### src/rtl/axis_pulse_analyzer.sv
// AXI4-Stream pulse analyzer: encodes each sample with the idle-cycle count that followed it.
// Optional `flush` input (emit pending sample early) enabled by AXIS_PULSE_ANALYZER_FLUSH_EN.
module axis_pulse_analyzer (
  input  logic        aclk,
  input  logic        aresetn,
  input  logic [15:0] s_axis_tdata,
  input  logic        s_axis_tvalid,
  output logic        s_axis_tready,
  output logic [63:0] m_axis_tdata,
  output logic        m_axis_tvalid,
  input  logic        m_axis_tready
`ifdef AXIS_PULSE_ANALYZER_FLUSH_EN
  ,
  input  logic        flush
`endif
);
  localparam int unsigned SAMPLE_W = 16;
  localparam int unsigned COUNT_W  = 32;
  localparam int unsigned RSVD_W   = 16;

  typedef struct packed {
    logic [COUNT_W-1:0]  idle;
    logic [RSVD_W-1:0]   rsvd;
    logic [SAMPLE_W-1:0] sample;
  } desc_t;

  logic [SAMPLE_W-1:0] held, held_nxt;
  logic                pending, pending_nxt;
  logic [COUNT_W-1:0]  idle_cnt, cnt_nxt;
  desc_t               out_q, out_nxt;
  logic                valid_nxt;
  logic                accept, flush_take, emit;
  desc_t               desc;

  // Output slot is free when empty or being drained this cycle.
  assign s_axis_tready = ~m_axis_tvalid | m_axis_tready;
  assign accept        = s_axis_tvalid & s_axis_tready;

`ifdef AXIS_PULSE_ANALYZER_FLUSH_EN
  assign flush_take = flush & pending & ~accept & s_axis_tready;
`else
  assign flush_take = 1'b0;
`endif

  assign emit = (accept & pending) | flush_take;
  assign desc = '{idle: idle_cnt, rsvd: RSVD_W'(0), sample: held};

  assign m_axis_tdata = out_q;

  // Next-state for sample hold, idle counter and output slot.
  always_comb begin
    held_nxt    = held;
    pending_nxt = pending;
    cnt_nxt     = idle_cnt;
    out_nxt     = out_q;
    valid_nxt   = m_axis_tvalid;

    if (m_axis_tready) valid_nxt = 1'b0;
    if (emit) begin
      out_nxt   = desc;
      valid_nxt = 1'b1;
    end

    if (accept) begin
      held_nxt    = s_axis_tdata;
      pending_nxt = 1'b1;
      cnt_nxt     = '0;
    end else if (flush_take) begin
      pending_nxt = 1'b0;
      cnt_nxt     = '0;
    end else if (pending && (idle_cnt != '1)) begin
      cnt_nxt = idle_cnt + COUNT_W'(1);
    end
  end

  always_ff @(posedge aclk or negedge aresetn) begin
    if (!aresetn) begin
      held          <= '0;
      pending       <= 1'b0;
      idle_cnt      <= '0;
      out_q         <= '0;
      m_axis_tvalid <= 1'b0;
    end else begin
      held          <= held_nxt;
      pending       <= pending_nxt;
      idle_cnt      <= cnt_nxt;
      out_q         <= out_nxt;
      m_axis_tvalid <= valid_nxt;
    end
  end
endmodule
### config.mk
export PLATFORM = sky130hd
export DESIGN_NAME = axis_pulse_analyzer
export DESIGN_NICKNAME = d
export VERILOG_FILES = /design/src/rtl/axis_pulse_analyzer.sv
export SDC_FILE = /design/constraint.sdc
export NUM_CORES = 1
export LEC_CHECK = 0
export CAP_MARGIN = 10
export CORE_ASPECT_RATIO = 0.5
export CORE_MARGIN = 2
export CORE_UTILIZATION = 40
export CTS_CLUSTER_DIAMETER = 40
export CTS_CLUSTER_SIZE = 12
export DETAILED_ROUTE_END_ITERATION = 6
export GPL_TIMING_DRIVEN = 0
export RECOVER_POWER = 50
export SYNTH_ARGS = -nofsm -noshare
export SYNTH_HDL_FRONTEND = slang
export SYNTH_SLANG_ARGS = --single-unit
### constraint.sdc
create_clock -name aclk -period 6.4 [get_ports aclk]
set_clock_uncertainty 0.15 [all_clocks]
set_input_delay 0.96 -clock aclk [delete_from_list [all_inputs] [get_ports aclk]]
set_output_delay 0.96 -clock aclk [all_outputs]
set_load 0.005 [all_outputs]
==> out/metrics.cfg, run 1 <==
[status]
status = finished, violations left
violations = max-capacitance violations, max-slew violations

[setup_path]
critPathTopFamily = buffers and inverters
path_cells = clkbuf_1
crit_path_end_kind = async pin
path_buf_inv = 1
slowest_stage = clkbuf_1
slowest_delay_ns = 2.07
crit_type = input pin to async pin
critPathArrivalTime_ns = 3.07
cp_max_fo = 56
start_kind = input pin
crit_required_ns = 6.05

[power_and_ir_drop]
p_leak_nw = 2.58
p_int_mw = 1.06
combPwrFrac = 0.130
p_per_area_nw_per_um2 = 244
p_sw_mw = 0.331
clock_power_share = 0.368
peakVddDrop_v = 0.000116
p_total_mw = 1.39
p_seq_frac = 0.502
switching_share = 0.238

[timing]
rsz0062_at_grt = false
finalHoldViolations = 0
worstMarginPinSlew_ns = 2.99
fin_crit_sh = 0.534
drv_slew = 56
setup_viol = 0
layout_min_cycle_time_ns = 3.42
max_clock_freq_mhz = 292
fin_tns_setup_ns = 0
fin_ws_ns = 2.98
max-slew-margin-rel = -0.991
timing.hold.ws_ns = 0.320

[clocking]
post_cts_resized = 0
clockBufferDepth = 2
cts_tree = yes
cts_buffers = 9
htreeDepth = 3
postCtsHoldBufs = 0
cts.sinks = 98
cts-root-buf = clkbuf_16
cts_setup_buffers = 0
path_clk_slew_ns = 0.07
clkLatencyLatePin_ns = 0.34

[yosys]
synth_area_um2 = 4490
synth_edf_count = 0
ys_ff_latch = 98
synth_commonest_cells = dfrtp_1 (98), nand2_1 (71), mux2_2 (45)
yosys.area.top_type_share = 0.547
ys_seq_area_frac = 0.547
synth_largest_area_cell = dfrtp_1
synth_area_per_cell_um2 = 10.8
ys_types = 41
synthFlopType = dfrtp_1
yosysMostFrequentCell = dfrtp_1
synthArstFlopShare = 1.00
synthTopCellsByArea = dfrtp_1 (55%), mux2_2 (11%), nand2_1 (5.9%)
netlist_instances = 417
synth_warnings = 0

[global_route]
grtUsageTotal = 0.176
grt_pass1_wl_um = 16600
grt_max_degree = 57
antenna_found_initial = 0
grt_pass1_vias = 3201
gr-total-overflow = 0

[route]
totalWireLength_um = 10000
routed_via_density = 5.14
drtIter0Drc = 242
drtPass1Iterations = 5
vias = 3410
antenna_left = 0
wire_per_inst_um = 15.1
drc = 0

[place]
hpwl_um = 7270
portBuffers = 69
dp.cells = 647
gp_congestion = 0.884
dpl_cell_area_um2 = 5430
place_ws_ns = 3.10

[final_layout]
multiInputGateArea_um2 = 1850
final_area_um2 = 5710
fill_cells = 1022
drive_gt1_frac = 0.168
final_cells = 663
regArea_um2 = 2450
final_nets = 534
fin_util = 0.521
antennaDiodeCount = 0
syn_to_final_growth_pct = 27.2

[floorplanning]
io_pins = 86
rows = 27
dieWidth_um = 154
core-area_um2 = 10900
fp.dieH_um = 78.9
start_util = 0.410
die_area_um2 = 12100

[worst_hold_path]
hp-class = register to register

[run]
drv_cap = 1

## per-layer routing
| metal | vias to the layer above | track usage | wire, µm | part of all wire |
|---|---|---|---|---|
| li1 | 1662 | - | - | - |
| met1 | 1644 | 0.260 | 4960 | 0.49 |
| met2 | 98 | 0.248 | 4250 | 0.42 |
| met3 | 6 | 0.0524 | 736 | 0.073 |
| met4 | 0 | 0.0514 | 78 | 0.0078 |
| met5 | - | 0 | 0 | 0 |
## registers in the layout, indices dropped and copies added (netlist names)
signal and count:
m_axis_tdata 48, pending 1, m_axis_tvalid 1, held 16, idle_cnt 32
## final timing paths
path | startpoint | endpoint | slack (ns) | cells after the start
setup / recovery | aresetn | m_axis_tdata[54] | 2.98 | 1
hold / removal | held[12] | held[12] | 0.32 | 2
setup reg to reg | idle_cnt[4] | idle_cnt[29] | 3.62 | 5
min in group asynchronous | aresetn | m_axis_tdata[10] | 1.43 | 1
hold reg to reg | held[12] | held[12] | 0.32 | 2
max in group aclk | m_axis_tready | s_axis_tready | 3.12 | 3
## cell usage in the layout, fill, tap and decap left out, drive strengths merged, types with 4 or more instances in the layout
cell,count
conb,16
a211oi,4
o31ai,6
nor4,7
and3,5
buf,26
nand4,16
or3,13
nand2,71
dlygate4sd3,24
nor3,9
nor2,8
nand3,16
clkdlybuf4s50,44
a21oi,24
dfrtp,98
inv,5
and2,4
mux2,45
clkbuf,22
and4,7
or4,8
o21ai,18
## logic make-up after synthesis
family                   count (synthesis)  share of synthesized area
other                                    1                   0.000836
flip-flops                              98                      0.547
XOR/XNOR                                 4                    0.00781
adder cells (fa/ha/maj)                  1                    0.00279
AO/OA/AOI/OAI                           59                     0.0756
AND/OR/NAND/NOR                        170                      0.201
buffers and inverters                   39                     0.0521
multiplexers                            45                      0.113
## power by group through the flow
stage | clock [mW] | combinational, mW | sequential, mW
6_report | 0.511 | 0.181 | 0.698
5_1_grt | 0.552 | 0.201 | 0.706
4_1_cts | 0.528 | 0.188 | 0.699
3_5_place_dp | 0 | 0.186 | 0.710
3_3_place_gp | 0 | 0.183 | 0.710
2_1_floorplan | 0 | 0.0785 | 0.706
## final cells by class
class	instances	area share
Buffer	34	0.0377
Clock buffer	12	0.0450
Tap cell	145	0.0318
Timing Repair Buffer	70	0.123
Inverter	5	0.00329
Clock inverter	4	0.00461
Sequential cell	98	0.430
Multi-Input combinational cell	295	0.324
Power figures use the tool's default switching activity.
==> run 2: changes to the inputs <==
- PLACE_DENSITY: not set -> 0.67
- clock period: 6.4 -> 2.8 ns (I/O delays scaled with it)
==> out/metrics.cfg, run 2 (synthesized netlist as in run 1, its figures left out) <==
[final_layout]
final_nets = 534  ; unchanged
fin_util = 0.521  ; about the same
final_cells = 662  ; was 663
drive_gt1_frac = 0.168  ; about the same
final_area_um2 = 5700  ; was 5710 µm²
fill_cells = 1020  ; was 1022
largest_register_ffs = 48  ; unchanged
layout_commonest_cell = dfrtp_1  ; unchanged
syn_to_final_growth_pct = 27.1  ; was 27.2%
antennaDiodeCount = 0  ; unchanged
final_cell_mix = dfrtp_1 (98), nand2_1 (71), mux2_2 (45)  ; unchanged

[route]
wire_per_inst_um = 15.5  ; was 15.1 µm
antenna_left = 0  ; unchanged
totalWireLength_um = 10300  ; was 10000 µm
drc = 0  ; unchanged
drtPass1Iterations = 4  ; was 5
drtIter0Drc = 192  ; was 242
routed_via_density = 5.23  ; was 5.14
vias = 3459  ; was 3410

[floorplanning]
rows = 27  ; unchanged
start_util = 0.410  ; unchanged
die_area_um2 = 12100  ; unchanged
core-area_um2 = 10900  ; unchanged
dieWidth_um = 154  ; unchanged
io_pins = 86  ; unchanged
fp.dieH_um = 78.9  ; unchanged

[clocking]
cts_tree = yes  ; unchanged
path_clk_slew_ns = 0.06  ; was 0.07 ns
cts.sinks = 98  ; unchanged
htreeDepth = 3  ; unchanged
cts_setup_buffers = 0  ; unchanged
postCtsHoldBufs = 0  ; unchanged
cts-root-buf = clkbuf_16  ; unchanged
cts_buffers = 9  ; unchanged
clkLatencyLatePin_ns = 0.35  ; was 0.34 ns
post_cts_resized = 0  ; unchanged
clockBufferDepth = 2  ; unchanged

[global_route]
gr-total-overflow = 0  ; unchanged
grt_pass1_wl_um = 17400  ; was 16600 µm
grt_pass1_vias = 3425  ; was 3201
grt_max_degree = 56  ; was 57
grtUsageTotal = 0.180  ; was 0.176
antenna_found_initial = 0  ; unchanged

[setup_path]
crit_required_ns = 2.91  ; was 6.05 ns
critPathArrivalTime_ns = 2.77  ; was 3.07 ns
crit_type = register to register  ; was input pin to async pin
start_kind = register  ; was input pin
crit_path_end_kind = register  ; was async pin
cp_max_fo = 10  ; was 56

[timing]
finalHoldViolations = 0  ; unchanged
max-slew-margin-rel = 0.0972  ; was -0.991
layout_min_cycle_time_ns = 2.65
max_clock_freq_mhz = 377
setup_viol = 0  ; unchanged
drv_slew = 0  ; was 56
fin_ws_ns = 0.147  ; was 2.98 ns
worstMarginPinSlew_ns = 1.35  ; was 2.99 ns
fin_crit_sh = 0.948
rsz0062_at_grt = false  ; unchanged

[place]
dp.cells = 647  ; unchanged
dpl_cell_area_um2 = 5440  ; was 5430 µm²
hpwl_um = 7410  ; was 7270 µm
portBuffers = 69  ; unchanged
gp_congestion = 0.890  ; was 0.884
place_ws_ns = 0.0854  ; was 3.10 ns

[run]
drv_cap = 0  ; was 1

[power_and_ir_drop]
p_total_mw = 3.23  ; was 1.39 mW
peakVddDrop_v = 0.000280  ; was 0.000116 V
p_leak_nw = 2.58  ; about the same
p_per_area_nw_per_um2 = 566  ; was 244 nW/µm²

[worst_hold_path]
hp-class = input pin to async pin  ; was register to register

[status]
status = complete, no violations  ; was finished, violations left

run 2: power breakdown:
part	switching (mW)	internal [mW]
Sequential	0.0670	1.53
Combinational	0.170	0.240
Clock	0.511	0.710
run 2: metal layers:
| metal | vias to the layer above | part of all wire | routed length, µm | global-route usage |
|---|---|---|---|---|
| met3 | 17 | 0.073 | 749 | 0.0431 |
| met4 | 0 | 0.015 | 157 | 0.0615 |
| met2 | 109 | 0.45 | 4620 | 0.278 |
| met5 | - | 0 | 0 | 0 |
| met1 | 1672 | 0.46 | 4770 | 0.250 |
| li1 | 1661 | - | - | - |
run 2: worst paths after layout:
path	startpoint	to	slack [ns]	cells past startpoint
worst min-delay path	aresetn	m_axis_tdata[10]	0.23	1
worst max-delay path	idle_cnt[13]	idle_cnt[1]	0.15	6
min in group aclk	held[12]	held[12]	0.32	2
max in group asynchronous	aresetn	idle_cnt[20]	0.53	2
worst min register to register	held[12]	held[12]	0.32	2
worst max register to register	idle_cnt[13]	idle_cnt[1]	0.15	6
run 2: metrics by stage:
step	setup TNS [ns]	hold slack, ns
6_report	0	0.234
5_1_grt	0	0.333
4_1_cts	0	0.0123
3_5_place_dp	0	0.309
3_3_place_gp	-246.68	0.305
2_1_floorplan	0	-0.0256
run 2: critical path: stages (launching register included):
cell and delay, ns:
dfrtp_1 0.48, nand4_1 0.28, nor4_1 0.86, and4_4 0.43
buf_6 0.15, o21ai_0 0.08, a21oi_1 0.15
run 2: area by class of cell:
cell class / count / area [µm²] / area share
inverters: 5 / 18.8 / 0.00329
repair buffers: 70 / 691 / 0.121
well taps: 145 / 181 / 0.0318
multi-input cells: 295 / 1860 / 0.326
clock inverters: 3 / 40.0 / 0.00702
clock buffers: 12 / 246 / 0.0432
plain buffers: 34 / 215 / 0.0377
flip-flops and latches: 98 / 2450 / 0.430
==> run 3: changes to the inputs <==
- ABC_AREA: not set -> 1
- HOLD_SLACK_MARGIN: not set -> 0.05
- PLACE_DENSITY: 0.67 -> 0.66
- SLEW_MARGIN: not set -> 20
==> out/metrics.cfg, run 3 <==
[yosys]
yosys.area.top_type_share = 0.506  ; was 0.547
synthTopCellsByArea = dfrtp_1 (51%), nand2_1 (16%), mux2_2 (5.1%)  ; was dfrtp_1 (55%), mux2_2 (11%), nand2_1 (5.9%)
synth_commonest_cells = nand2_1 (209), dfrtp_1 (98), nor2_1 (50)  ; was dfrtp_1 (98), nand2_1 (71), mux2_2 (45)
synth_warnings = 0  ; unchanged
synth_area_um2 = 4850  ; was 4490 µm²
ys_ff_latch = 98  ; unchanged
synth_edf_count = 0  ; unchanged
synth_area_per_cell_um2 = 8.52  ; was 10.8 µm²
yosysMostFrequentCell = nand2_1  ; was dfrtp_1
ys_types = 30  ; was 41
synth_largest_area_cell = dfrtp_1  ; unchanged
synthArstFlopShare = 1.00  ; unchanged
netlist_instances = 569  ; was 417
synthFlopType = dfrtp_1  ; unchanged
ys_seq_area_frac = 0.506  ; was 0.547

[setup_path]
rr_worst_depth = 8  ; was 6
crit_type = input pin to register  ; was register to register
slowest_stage = clkdlybuf4s50_1  ; was nor4_1
crit_required_ns = 2.89  ; was 2.91 ns
r2r_start = m_axis_tvalid  ; was idle_cnt[13]
crit_path_end_kind = register  ; unchanged
cp_max_fo = 10  ; unchanged
reg2reg_slack_ns = 0.73  ; was 0.15 ns
critPathArrivalTime_ns = 2.33  ; was 2.77 ns
slowest_delay_ns = 0.46  ; was 0.86 ns
start_kind = input pin  ; was register
cp_common_cell = nand2_1
path_cells = clkdlybuf4s50_1 -> inv_1 -> nand2_2 -> nand2_1 -> inv_2 -> buf_2 -> buf_1 -> nor2_1 -> nand2_1 -> nand2_1  ; was nand4_1 -> nor4_1 -> and4_4 -> buf_6 -> o21ai_0 -> a21oi_1
r2r-end = idle_cnt[14]  ; was idle_cnt[1]

[global_route]
gr-total-overflow = 0  ; unchanged
grtUsageTotal = 0.182  ; was 0.180
grt_pass1_wl_um = 18600  ; was 17400 µm
grt_max_degree = 74  ; was 56
grt_pass1_vias = 3677  ; was 3425
antenna_found_initial = 0  ; unchanged

[status]
status = complete, no violations  ; unchanged

[floorplanning]
io_pins = 86  ; unchanged
core-area_um2 = 11800  ; was 10900 µm²
die_area_um2 = 13100  ; was 12100 µm²
fp.dieH_um = 81.9  ; was 78.9 µm
rows = 28  ; was 27
dieWidth_um = 160  ; was 154 µm
start_util = 0.411  ; was 0.410

[place]
portBuffers = 69  ; unchanged
gp_congestion = 0.915  ; was 0.890
dp.cells = 819  ; was 647
hpwl_um = 8240  ; was 7410 µm

[worst_hold_path]
min_from = m_axis_tdata[56]
worstHoldEndpoint = m_axis_tdata[56]
min_path_cells = 2
hp-class = register to register  ; was input pin to async pin

[timing]
max_clock_freq_mhz = 446  ; was 377 MHz
fin_crit_sh = 0.801  ; was 0.948
max-slew-margin-rel = 0.00838  ; was 0.0972
setup_viol = 0  ; unchanged
rsz0062_at_grt = false  ; unchanged
layout_min_cycle_time_ns = 2.24  ; was 2.65 ns
finalHoldViolations = 0  ; unchanged
worstMarginPinSlew_ns = 1.49  ; was 1.35 ns
drv_slew = 0  ; unchanged

[power_and_ir_drop]
p_total_mw = 3.35  ; was 3.23 mW
p_leak_nw = 2.92  ; was 2.58 nW
peakVddDrop_v = 0.000304  ; was 0.000280 V
p_per_area_nw_per_um2 = 545  ; was 566 nW/µm²

[route]
vias = 3866  ; was 3459
wire_per_inst_um = 13.5  ; was 15.5 µm
drtPass1Iterations = 4  ; unchanged
drc = 0  ; unchanged
totalWireLength_um = 11300  ; was 10300 µm
routed_via_density = 4.62  ; was 5.23
antenna_left = 0  ; unchanged
drtIter0Drc = 288  ; was 192

[clocking]
cts-root-buf = clkbuf_16  ; unchanged
postCtsHoldBufs = 1  ; was 0
clockBufferDepth = 2  ; unchanged
htreeDepth = 3  ; unchanged
post_cts_resized = 0  ; unchanged
clkLatencyLatePin_ns = 0.34  ; was 0.35 ns
cts_setup_buffers = 0  ; unchanged
path_clk_slew_ns = 0.07  ; was 0.06 ns
cts_tree = yes  ; unchanged
cts_buffers = 9  ; unchanged
cts.sinks = 98  ; unchanged

[run]
drv_cap = 0  ; unchanged

[final_layout]
drive_gt1_frac = 0.164  ; was 0.168
fill_cells = 1126  ; was 1020
final_cell_mix = nand2_1 (210), dfrtp_1 (98), nor2_1 (50)  ; was dfrtp_1 (98), nand2_1 (71), mux2_2 (45)
largest_register_ffs = 48  ; unchanged
final_cells = 836  ; was 662
syn_to_final_growth_pct = 26.8  ; was 27.1%
antennaDiodeCount = 0  ; unchanged
final_nets = 687  ; was 534
layout_commonest_cell = nand2_1  ; was dfrtp_1

## run 3: power breakdown
group | switching, mW | internal [mW]
registers | 0.0625 | 1.53
logic | 0.214 | 0.247
clock network | 0.530 | 0.768
total | 0.806 | 2.54
## run 3: final cells by class
| class | count | area, µm² | area share |
|---|---|---|---|
| tap | 165 | 206 | 0.0336 |
| multi-input combinational | 413 | 2070 | 0.337 |
| inverter | 40 | 153 | 0.0248 |
| sequential | 98 | 2450 | 0.399 |
| clock inverter | 3 | 46.3 | 0.00753 |
| clock buffer | 13 | 270 | 0.0440 |
| buffer | 33 | 229 | 0.0372 |
| timing repair buffer | 71 | 722 | 0.117 |
## run 3: critical path, delay by kind of cell
family	cells	cell delay, ns
buffers and inverters	5	1.34
and+or+nand+nor	5	0.58
## run 3: cells by family (layout without fill, tap and decap cells)
logic type / Yosys count / in the layout / share of synthesized area
muxes: 23 / 23 / 0.0557
adders and majority gates: 1 / 1 / 0.00258
AOI/OAI and AO/OA: 52 / 52 / 0.0676
and+or+nand+nor: 312 / 312 / 0.273
other: 1 / 16 / 0.000773
buffers and inverters: 73 / 160 / 0.0787
DFF: 98 / 98 / 0.506
xor gates and xnor gates: 9 / 9 / 0.0163
## run 3: how the worst max path moves through the flow
stage                        from               end  slack [ns]
finish              m_axis_tready      idle_cnt[14]        0.56
global route              aresetn  m_axis_tdata[58]        0.38
CTS                 m_axis_tready      idle_cnt[14]        0.70
detailed placement  m_axis_tready      idle_cnt[14]        0.33
global placement          aresetn  m_axis_tdata[49]       -2.51
floorplan             idle_cnt[0]      idle_cnt[24]        1.02
## run 3: stage by stage
step,TNS (ns),setup slack [ns],utilization,instance area [µm²],hold WS (ns)
finish,0,0.558,0.521,6150,0.326
global route,0,0.375,0.521,6150,0.345
CTS,0,0.697,0.522,6160,0.329
detailed placement,0,0.326,0.494,5830,0.149
global placement,-244.81,-2.51,0.492,5800,0.307
floorplan,0,1.02,-,4910,-0.0256
## run 3: metal layers
layer / vias up / global-route usage / wire length (µm)
met5: - / 0 / 0
met1: 1813 / 0.257 / 5690
li1: 1949 / - / -
met2: 96 / 0.284 / 4820
met4: 0 / 0.0418 / 96
met3: 8 / 0.0485 / 666
